## src/rtl/mood_stimulus_controller.sv

```systemverilog
// rtl/mood_stimulus_controller.sv - stimulus-to-pulse burst controller for the stress/pleasure mood counters
//
// Purpose:
//   Turns rising edges on the pet/noise stimulus levels into bounded bursts of
//   inc/dec pulses for the stress and pleasure saturating counters, follows each
//   burst with a refractory hold, and applies a periodic passive drift toward
//   mid-range while idle. The counters' 2-bit range indicators steer the drift.
//
// Optional build macro:
//   MOOD_EVENT_QUEUE_EN - adds a one-deep pending-event slot that captures an
//   event arriving while busy and starts its burst directly out of REFRACT.
//
// Ports:
//   clk                 in   clock
//   rst                 in   synchronous reset, active-high
//   stim_pet            in   pet stimulus level
//   stim_noise          in   noise stimulus level
//   asleep              in   sleep state from sleep_controller
//   fell_asleep         in   one-cycle pulse from sleep_controller
//   stress_indicator    in   [1:0] stress range class (0 low .. 3 high)
//   pleasure_indicator  in   [1:0] pleasure range class
//   stress_inc          out  stress counter increment pulse (registered)
//   stress_dec          out  stress counter decrement pulse (registered)
//   pleasure_inc        out  pleasure counter increment pulse (registered)
//   pleasure_dec        out  pleasure counter decrement pulse (registered)
//   busy                out  high whenever state is not IDLE
//   state               out  [1:0] 0 IDLE, 1 PET_BURST, 2 NOISE_BURST, 3 REFRACT

module mood_stimulus_controller #(
  parameter int BURST_LEN    = 4,
  parameter int REFRACTORY   = 8,
  parameter int DECAY_PERIOD = 16
) (
  input  logic       clk,
  input  logic       rst,
  input  logic       stim_pet,
  input  logic       stim_noise,
  input  logic       asleep,
  input  logic       fell_asleep,
  input  logic [1:0] stress_indicator,
  input  logic [1:0] pleasure_indicator,
  output logic       stress_inc,
  output logic       stress_dec,
  output logic       pleasure_inc,
  output logic       pleasure_dec,
  output logic       busy,
  output logic [1:0] state
);

  typedef enum logic [1:0] {
    ST_IDLE        = 2'd0,
    ST_PET_BURST   = 2'd1,
    ST_NOISE_BURST = 2'd2,
    ST_REFRACT     = 2'd3
  } state_t;

  localparam logic [3:0] BURST_LAST = 4'(BURST_LEN);
  localparam logic [7:0] REFR_LAST  = 8'(REFRACTORY - 1);
  localparam logic [7:0] DECAY_LAST = 8'(DECAY_PERIOD - 1);

  state_t     r_state;
  state_t     w_state_next;
  logic       r_prev_pet;
  logic       r_prev_noise;
  logic [3:0] r_burst_cnt;
  logic [3:0] w_burst_cnt_next;
  logic [7:0] r_refr_cnt;
  logic [7:0] w_refr_cnt_next;
  logic [7:0] r_decay_cnt;
  logic [7:0] w_decay_cnt_next;

  logic       r_stress_inc;
  logic       r_stress_dec;
  logic       r_pleasure_inc;
  logic       r_pleasure_dec;
  logic       w_stress_inc_next;
  logic       w_stress_dec_next;
  logic       w_pleasure_inc_next;
  logic       w_pleasure_dec_next;

  logic       w_ev_pet;
  logic       w_ev_noise;
  logic       w_start_pet;
  logic       w_start_noise;

  assign w_ev_pet   = stim_pet & ~r_prev_pet;
  assign w_ev_noise = stim_noise & ~r_prev_noise;

`ifdef MOOD_EVENT_QUEUE_EN
  logic r_pend_valid;
  logic r_pend_noise;
  logic w_pend_valid_next;
  logic w_pend_noise_next;
  logic w_cap_valid;
  logic w_cap_noise;

  // Pending slot merged with this cycle's events: the first event is kept,
  // a noise event replaces a pending pet, anything else is dropped.
  assign w_cap_valid = r_pend_valid | w_ev_noise | w_ev_pet;
  assign w_cap_noise = w_ev_noise | (r_pend_valid & r_pend_noise);
`endif

  always_comb begin
    w_state_next        = r_state;
    w_burst_cnt_next    = r_burst_cnt;
    w_refr_cnt_next     = r_refr_cnt;
    w_decay_cnt_next    = 8'd0;
    w_stress_inc_next   = 1'b0;
    w_stress_dec_next   = 1'b0;
    w_pleasure_inc_next = 1'b0;
    w_pleasure_dec_next = 1'b0;
    w_start_pet         = 1'b0;
    w_start_noise       = 1'b0;
`ifdef MOOD_EVENT_QUEUE_EN
    w_pend_valid_next   = r_pend_valid;
    w_pend_noise_next   = r_pend_noise;
`endif

    if (fell_asleep) begin
      // Falling asleep overrides everything, including same-cycle events.
      w_state_next     = ST_IDLE;
      w_burst_cnt_next = 4'd0;
      w_refr_cnt_next  = 8'd0;
`ifdef MOOD_EVENT_QUEUE_EN
      w_pend_valid_next = 1'b0;
      w_pend_noise_next = 1'b0;
`endif
    end else begin
      case (r_state)
        ST_IDLE: begin
          if (w_ev_noise) begin
            w_start_noise = 1'b1;
          end else if (w_ev_pet && !asleep) begin
            w_start_pet = 1'b1;
          end else if (r_decay_cnt == DECAY_LAST) begin
            // Drift each mood one step toward mid-range; pleasure is frozen
            // while asleep.
            if (stress_indicator == 2'd3) begin
              w_stress_dec_next = 1'b1;
            end else if (stress_indicator == 2'd0) begin
              w_stress_inc_next = 1'b1;
            end
            if (!asleep) begin
              if (pleasure_indicator == 2'd3) begin
                w_pleasure_dec_next = 1'b1;
              end else if (pleasure_indicator == 2'd0) begin
                w_pleasure_inc_next = 1'b1;
              end
            end
          end else begin
            w_decay_cnt_next = r_decay_cnt + 8'd1;
          end
        end

        ST_PET_BURST, ST_NOISE_BURST: begin
          // r_burst_cnt counts pulses already registered for this burst.
          if (r_burst_cnt == BURST_LAST) begin
            w_state_next     = ST_REFRACT;
            w_burst_cnt_next = 4'd0;
            w_refr_cnt_next  = 8'd0;
          end else begin
            w_burst_cnt_next = r_burst_cnt + 4'd1;
            if (r_state == ST_PET_BURST) begin
              w_pleasure_inc_next = 1'b1;
              w_stress_dec_next   = 1'b1;
            end else begin
              w_stress_inc_next   = 1'b1;
              w_pleasure_dec_next = ~asleep;
            end
          end
`ifdef MOOD_EVENT_QUEUE_EN
          w_pend_valid_next = w_cap_valid;
          w_pend_noise_next = w_cap_noise;
`endif
        end

        ST_REFRACT: begin
          if (r_refr_cnt == REFR_LAST) begin
            w_state_next    = ST_IDLE;
            w_refr_cnt_next = 8'd0;
`ifdef MOOD_EVENT_QUEUE_EN
            // Serve the pending event now, skipping the IDLE cycle. A pet
            // that finds the creature asleep is discarded here.
            if (w_cap_valid) begin
              if (w_cap_noise) begin
                w_start_noise = 1'b1;
              end else if (!asleep) begin
                w_start_pet = 1'b1;
              end
            end
            w_pend_valid_next = 1'b0;
            w_pend_noise_next = 1'b0;
`endif
          end else begin
            w_refr_cnt_next = r_refr_cnt + 8'd1;
`ifdef MOOD_EVENT_QUEUE_EN
            w_pend_valid_next = w_cap_valid;
            w_pend_noise_next = w_cap_noise;
`endif
          end
        end

        default: begin
          w_state_next = ST_IDLE;
        end
      endcase

      // Accepting an event registers the first burst pulse immediately, so
      // it is visible in the cycle right after the event was sampled.
      if (w_start_noise) begin
        w_state_next        = ST_NOISE_BURST;
        w_burst_cnt_next    = 4'd1;
        w_decay_cnt_next    = 8'd0;
        w_stress_inc_next   = 1'b1;
        w_stress_dec_next   = 1'b0;
        w_pleasure_inc_next = 1'b0;
        w_pleasure_dec_next = ~asleep;
      end else if (w_start_pet) begin
        w_state_next        = ST_PET_BURST;
        w_burst_cnt_next    = 4'd1;
        w_decay_cnt_next    = 8'd0;
        w_stress_inc_next   = 1'b0;
        w_stress_dec_next   = 1'b1;
        w_pleasure_inc_next = 1'b1;
        w_pleasure_dec_next = 1'b0;
      end
    end
  end

  always_ff @(posedge clk) begin
    if (rst) begin
      r_state        <= ST_IDLE;
      r_prev_pet     <= 1'b0;
      r_prev_noise   <= 1'b0;
      r_burst_cnt    <= 4'd0;
      r_refr_cnt     <= 8'd0;
      r_decay_cnt    <= 8'd0;
      r_stress_inc   <= 1'b0;
      r_stress_dec   <= 1'b0;
      r_pleasure_inc <= 1'b0;
      r_pleasure_dec <= 1'b0;
`ifdef MOOD_EVENT_QUEUE_EN
      r_pend_valid   <= 1'b0;
      r_pend_noise   <= 1'b0;
`endif
    end else begin
      r_state        <= w_state_next;
      r_prev_pet     <= stim_pet;
      r_prev_noise   <= stim_noise;
      r_burst_cnt    <= w_burst_cnt_next;
      r_refr_cnt     <= w_refr_cnt_next;
      r_decay_cnt    <= w_decay_cnt_next;
      r_stress_inc   <= w_stress_inc_next;
      r_stress_dec   <= w_stress_dec_next;
      r_pleasure_inc <= w_pleasure_inc_next;
      r_pleasure_dec <= w_pleasure_dec_next;
`ifdef MOOD_EVENT_QUEUE_EN
      r_pend_valid   <= w_pend_valid_next;
      r_pend_noise   <= w_pend_noise_next;
`endif
    end
  end

  assign stress_inc   = r_stress_inc;
  assign stress_dec   = r_stress_dec;
  assign pleasure_inc = r_pleasure_inc;
  assign pleasure_dec = r_pleasure_dec;
  assign busy         = (r_state != ST_IDLE);
  assign state        = r_state;

endmodule

```

## config.mk

```make
export PLATFORM = sky130hd
export DESIGN_NAME = mood_stimulus_controller
export DESIGN_NICKNAME = d
export VERILOG_FILES = /design/src/rtl/mood_stimulus_controller.sv
export SDC_FILE = /design/constraint.sdc
export NUM_CORES = 1
export LEC_CHECK = 0
export ABC_CLOCK_PERIOD_IN_PS = 2150
export BUFFER_PORTS_ARGS = -buffer_cell sky130_fd_sc_hd__buf_4
export CAP_MARGIN = 20
export CORE_MARGIN = 3
export CORE_UTILIZATION = 51
export CTS_CLUSTER_DIAMETER = 100
export DETAILED_ROUTE_END_ITERATION = 10
export MAX_ROUTING_LAYER = met4
export PLACE_DENSITY = 0.74
export SLEW_MARGIN = 20
export SYNTH_ARGS = -nofsm -noshare
export SYNTH_HDL_FRONTEND = slang
export SYNTH_SLANG_ARGS = --single-unit
export TNS_END_PERCENT = 5
```

## constraint.sdc

```tcl
create_clock -name clk -period 2.15 [get_ports clk]
set_clock_uncertainty 0.2 [all_clocks]
set_input_delay 0.645 -clock clk [delete_from_list [all_inputs] [get_ports clk]]
set_output_delay 0.645 -clock clk [all_outputs]
set_load 0.05 [all_outputs]
```

==> out/results.md <==
## Floorplan
* Die Ht: 59.7 µm
* Die W: 59.7 µm
* num ports: 17
* total die area: 3560 µm²
* floorplan row count: 18
* starting density of the core: 56.3%
* core outline area: 2610 µm²

## Timing
* min cycle time layout: 2.07 ns
* post-route setup slack: 0.0768 ns
* max_slew headroom: 68.8%
* Slew Limit Fails: 0
* fin crit share: 96.4%
* RSZ-0062 raised after global routing: no
* Slew @ Worst Pin: 0.464 ns
* Max Clock Freq: 482 MHz
* hold violation count in the final report: 0
* number of failing setup endpoints in the final timing report: 0

## Detailed routing
* DR vias: 1316
* routed vias/inst: 5.82
* Wirelength per Cell: 13.9 µm
* DRC violation total after the first TritonRoute iteration: 108
* Pre-antenna DRT Iters: 4
* antenna violation net count after detailed routing: 0
* sum of routed wire length over all layers: 3150 µm
* detailed-route DRC error count: 0

## Job
* max-cap check violation count: 0

## Clocking
* insertion delay to the later sink of the worst-skew pair: 0.34 ns
* number of sinks on the clock net: 28
* CTS Hold Bufs: 0
* H-tree Lvls: 1
* TritonCTS buffer count: 3
* clock tree from TritonCTS: yes
* Worst-path clk slew: 0.15 ns
* maximum root-to-sink buffer count: 2
* Clk Tree Root Cell: sky130_fd_sc_hd__clkbuf_4

## Global route
* global-route wire length before repair: 5390 µm
* number of global-route vias before repair: 1246
* maximum number of pins on one net before global-route repair: 16
* total overflow reported by the global router: 0
* Tot GR Track Use: 20.4%
* initial antenna violation count: 0

## Place
* number of buffer cells added on primary ports: 16
* placer's final routability congestion estimate: 0.853
* Post-DP HPWL: 2410 µm
* worst setup timing slack at the placement stage: -0.0340 ns

## Yosys
* main flop type after synthesis: sky130_fd_sc_hd__dfxtp_1
* post-synthesis sequential element count: 28
* number of enable-type register cells in the synthesized netlist: 0
* sequential share of the synthesized area: 38.1%
* async set or reset register ratio after synthesis: 0%
* Mean Syn Cell Area: 8.55 µm²
* number of different library cells in the post-synthesis netlist: 46
* nets in the synthesized netlist: 191
* gate count after technology mapping: 172
* post-synthesis cell area: 1470 µm²
* Yosys warning total: 0

## Setup path
* WS Path Type: flip-flop to flip-flop
* biggest fanout along the worst timing path: 7
* cell family with most CP delay: simple AND/OR/NAND/NOR gates
* crit path DAT: 2.13 ns
* startpoint types: flip-flop
* capturing element type of the critical path: flip-flop
* required arrival time at the worst endpoint: 2.20 ns
* highest-delay cell along the critical path: sky130_fd_sc_hd__or4_4
* ordered list of cells on the worst path: or4_4 > o31a_2 > o21ai_2 > mux2_2
* worst path buffer plus inverter count: 0
* slowest cell delay on critical path: 0.55 ns
* Register-to-Register Setup Slack: 0.08 ns

## Run status
* run status: finished, final reports clean

## Pwr
* power per cell area: 545 nW/µm²
* Pleak: 0.651 nW
* worst ir drop on vdd: 0.499 mV
* net switching share of the total power: 27.0%
* part of the total power dissipated in sequential elements: 56.2%
* Power Internal: 0.694 mW
* proportion of power drawn by combinational gates: 16.1%
* clock power share: 27.7%
* total net switching power: 0.256 mW

## Min path
* Tightest Hold Check Type: input pin to flip-flop

## Cells and area
* number of inserted filler cells in the final layout: 209
* layout overhead on the synthesized area: 18.7%
* number of nets at the end of the flow: 216
* fraction of layout instances using a drive strength above 1: 23.5%
* Final Core Density: 66.8%
* number of antenna cells inserted: 0

## metal layers
| metal | vias to the layer above | share of wire, % | GRT usage (%) |
|---|---|---|---|
| li1 | 668 | - | - |
| met1 | 617 | 44 | 23.0 |
| met2 | 26 | 52 | 35.8 |
| met3 | 5 | 3.2 | 2.59 |
| met4 | 0 | 1.6 | 8.54 |
| met5 | - | 0 | - |
## Yosys cell counts, types with 2 or more instances
| master | count | area share [%] |
|---|---|---|
| sky130_fd_sc_hd__inv_1 | 7 | 1.8 |
| sky130_fd_sc_hd__mux2i_1 | 2 | 1.4 |
| sky130_fd_sc_hd__nand2_1 | 14 | 3.6 |
| sky130_fd_sc_hd__nor3_1 | 6 | 2.0 |
| sky130_fd_sc_hd__o21ai_0 | 7 | 2.4 |
| sky130_fd_sc_hd__nand3b_1 | 2 | 1.0 |
| sky130_fd_sc_hd__nor4_1 | 2 | 0.85 |
| sky130_fd_sc_hd__clkbuf_1 | 2 | 0.51 |
| sky130_fd_sc_hd__a31oi_1 | 2 | 0.85 |
| sky130_fd_sc_hd__or3_1 | 3 | 1.3 |
| sky130_fd_sc_hd__nor2b_1 | 4 | 1.7 |
| sky130_fd_sc_hd__nand4_1 | 4 | 1.7 |
| sky130_fd_sc_hd__nor2_1 | 16 | 4.1 |
| sky130_fd_sc_hd__xor2_1 | 5 | 3.0 |
| sky130_fd_sc_hd__o21a_1 | 2 | 1.0 |
| sky130_fd_sc_hd__a21oi_1 | 12 | 4.1 |
| sky130_fd_sc_hd__dfxtp_1 | 28 | 38 |
| sky130_fd_sc_hd__and2b_1 | 2 | 1.0 |
| sky130_fd_sc_hd__nand3_1 | 13 | 4.4 |
| sky130_fd_sc_hd__and2_1 | 2 | 0.85 |
| sky130_fd_sc_hd__and3_1 | 2 | 0.85 |
| sky130_fd_sc_hd__nand4b_1 | 3 | 1.8 |
| sky130_fd_sc_hd__ha_1 | 9 | 7.7 |
## logic make-up after synthesis
| group | after synthesis | share of synthesized area (%) |
|---|---|---|
| DFF | 28 | 38.1 |
| AOI/OAI and AO/OA | 36 | 16.4 |
| muxes | 3 | 2.13 |
| adders and majority gates | 9 | 7.66 |
| xor gates and xnor gates | 6 | 3.57 |
| and+or+nand+nor | 80 | 29.0 |
| buffers and inverters | 10 | 3.06 |
## cell usage in the layout, fill, tap and decap left out, types with 3 or more instances in the layout
master and instances:
sky130_fd_sc_hd__nand4b_1 3, sky130_fd_sc_hd__nand3_1 13, sky130_fd_sc_hd__xor2_1 5, sky130_fd_sc_hd__nor3_1 6
sky130_fd_sc_hd__inv_1 4, sky130_fd_sc_hd__inv_2 3, sky130_fd_sc_hd__dfxtp_1 26, sky130_fd_sc_hd__or3_1 3
sky130_fd_sc_hd__a21oi_1 12, sky130_fd_sc_hd__buf_4 22, sky130_fd_sc_hd__nand4_1 4, sky130_fd_sc_hd__o21ai_0 7
sky130_fd_sc_hd__nor2b_1 3, sky130_fd_sc_hd__nor2_1 16, sky130_fd_sc_hd__nand2_1 14, sky130_fd_sc_hd__clkbuf_4 3
sky130_fd_sc_hd__ha_1 7
## cell type report
cell class / instances / area (µm²) / area share [%]
inverters: 7 / 26.3 / 1.51
multi-input cells: 134 / 901 / 51.6
well taps: 30 / 37.5 / 2.15
flip-flops and latches: 28 / 568 / 32.5
repair buffers: 23 / 176 / 10.1
clock buffers: 4 / 36.3 / 2.08
## final timing paths
check                                    from             to  cells after the start
worst max-delay path            r_refr_cnt[4]       state[0]                      4
worst max register to register  r_refr_cnt[4]       state[0]                      4
worst min register to register  r_refr_cnt[1]  r_refr_cnt[1]                      2
worst min-delay path                   asleep   pleasure_dec                      2
## sequential cells by signal (all words and copies together), names as in the netlist
signal	cells
r_decay_cnt	8
r_refr_cnt	8
state	2
pleasure_inc	1
stress_inc	1
stress_dec	1
r_burst_cnt	4
r_prev_noise	1
r_prev_pet	1
pleasure_dec	1
## power by group through the flow
stage	Clock, mW	Combinational (mW)	Sequential, mW
detailed placement	0	0.144	0.547
global placement	0	0.138	0.547
floorplan	0	0.0813	0.561
global route	0.296	0.167	0.536
finish	0.263	0.153	0.534
CTS	0.273	0.151	0.534
## per-stage QoR
| stage | hold slack [ns] | total power [mW] | TNS (ns) | area (µm²) | std cells |
|---|---|---|---|---|---|
| 2_1_floorplan | 0.237 | 0.642 | 0 | 1500 | 172 |
| 4_1_cts | 0.255 | 0.958 | 0 | 1730 | 226 |
| 3_5_place_dp | 0.269 | 0.691 | -0.0445 | 1680 | 220 |
| 3_3_place_gp | 0.256 | 0.685 | 0 | 1680 | 220 |
| 5_1_grt | 0.234 | 0.998 | 0 | 1750 | 226 |
| 6_report | 0.262 | 0.950 | 0 | 1750 | 226 |
## worst reg2reg max path, cell delays in order (launching register included)
cell and delay, ns:
sky130_fd_sc_hd__dfxtp_1 0.40, sky130_fd_sc_hd__or4_4 0.55, sky130_fd_sc_hd__o31a_2 0.35, sky130_fd_sc_hd__o21ai_2 0.15, sky130_fd_sc_hd__mux2_2 0.34
## repair_timing
item                                    CTS  global route
resized for setup                         2             2
endpoints found under the setup margin    1             1
setup buffers                             2             0
Note: power is estimated with default switching activity, not from simulation.
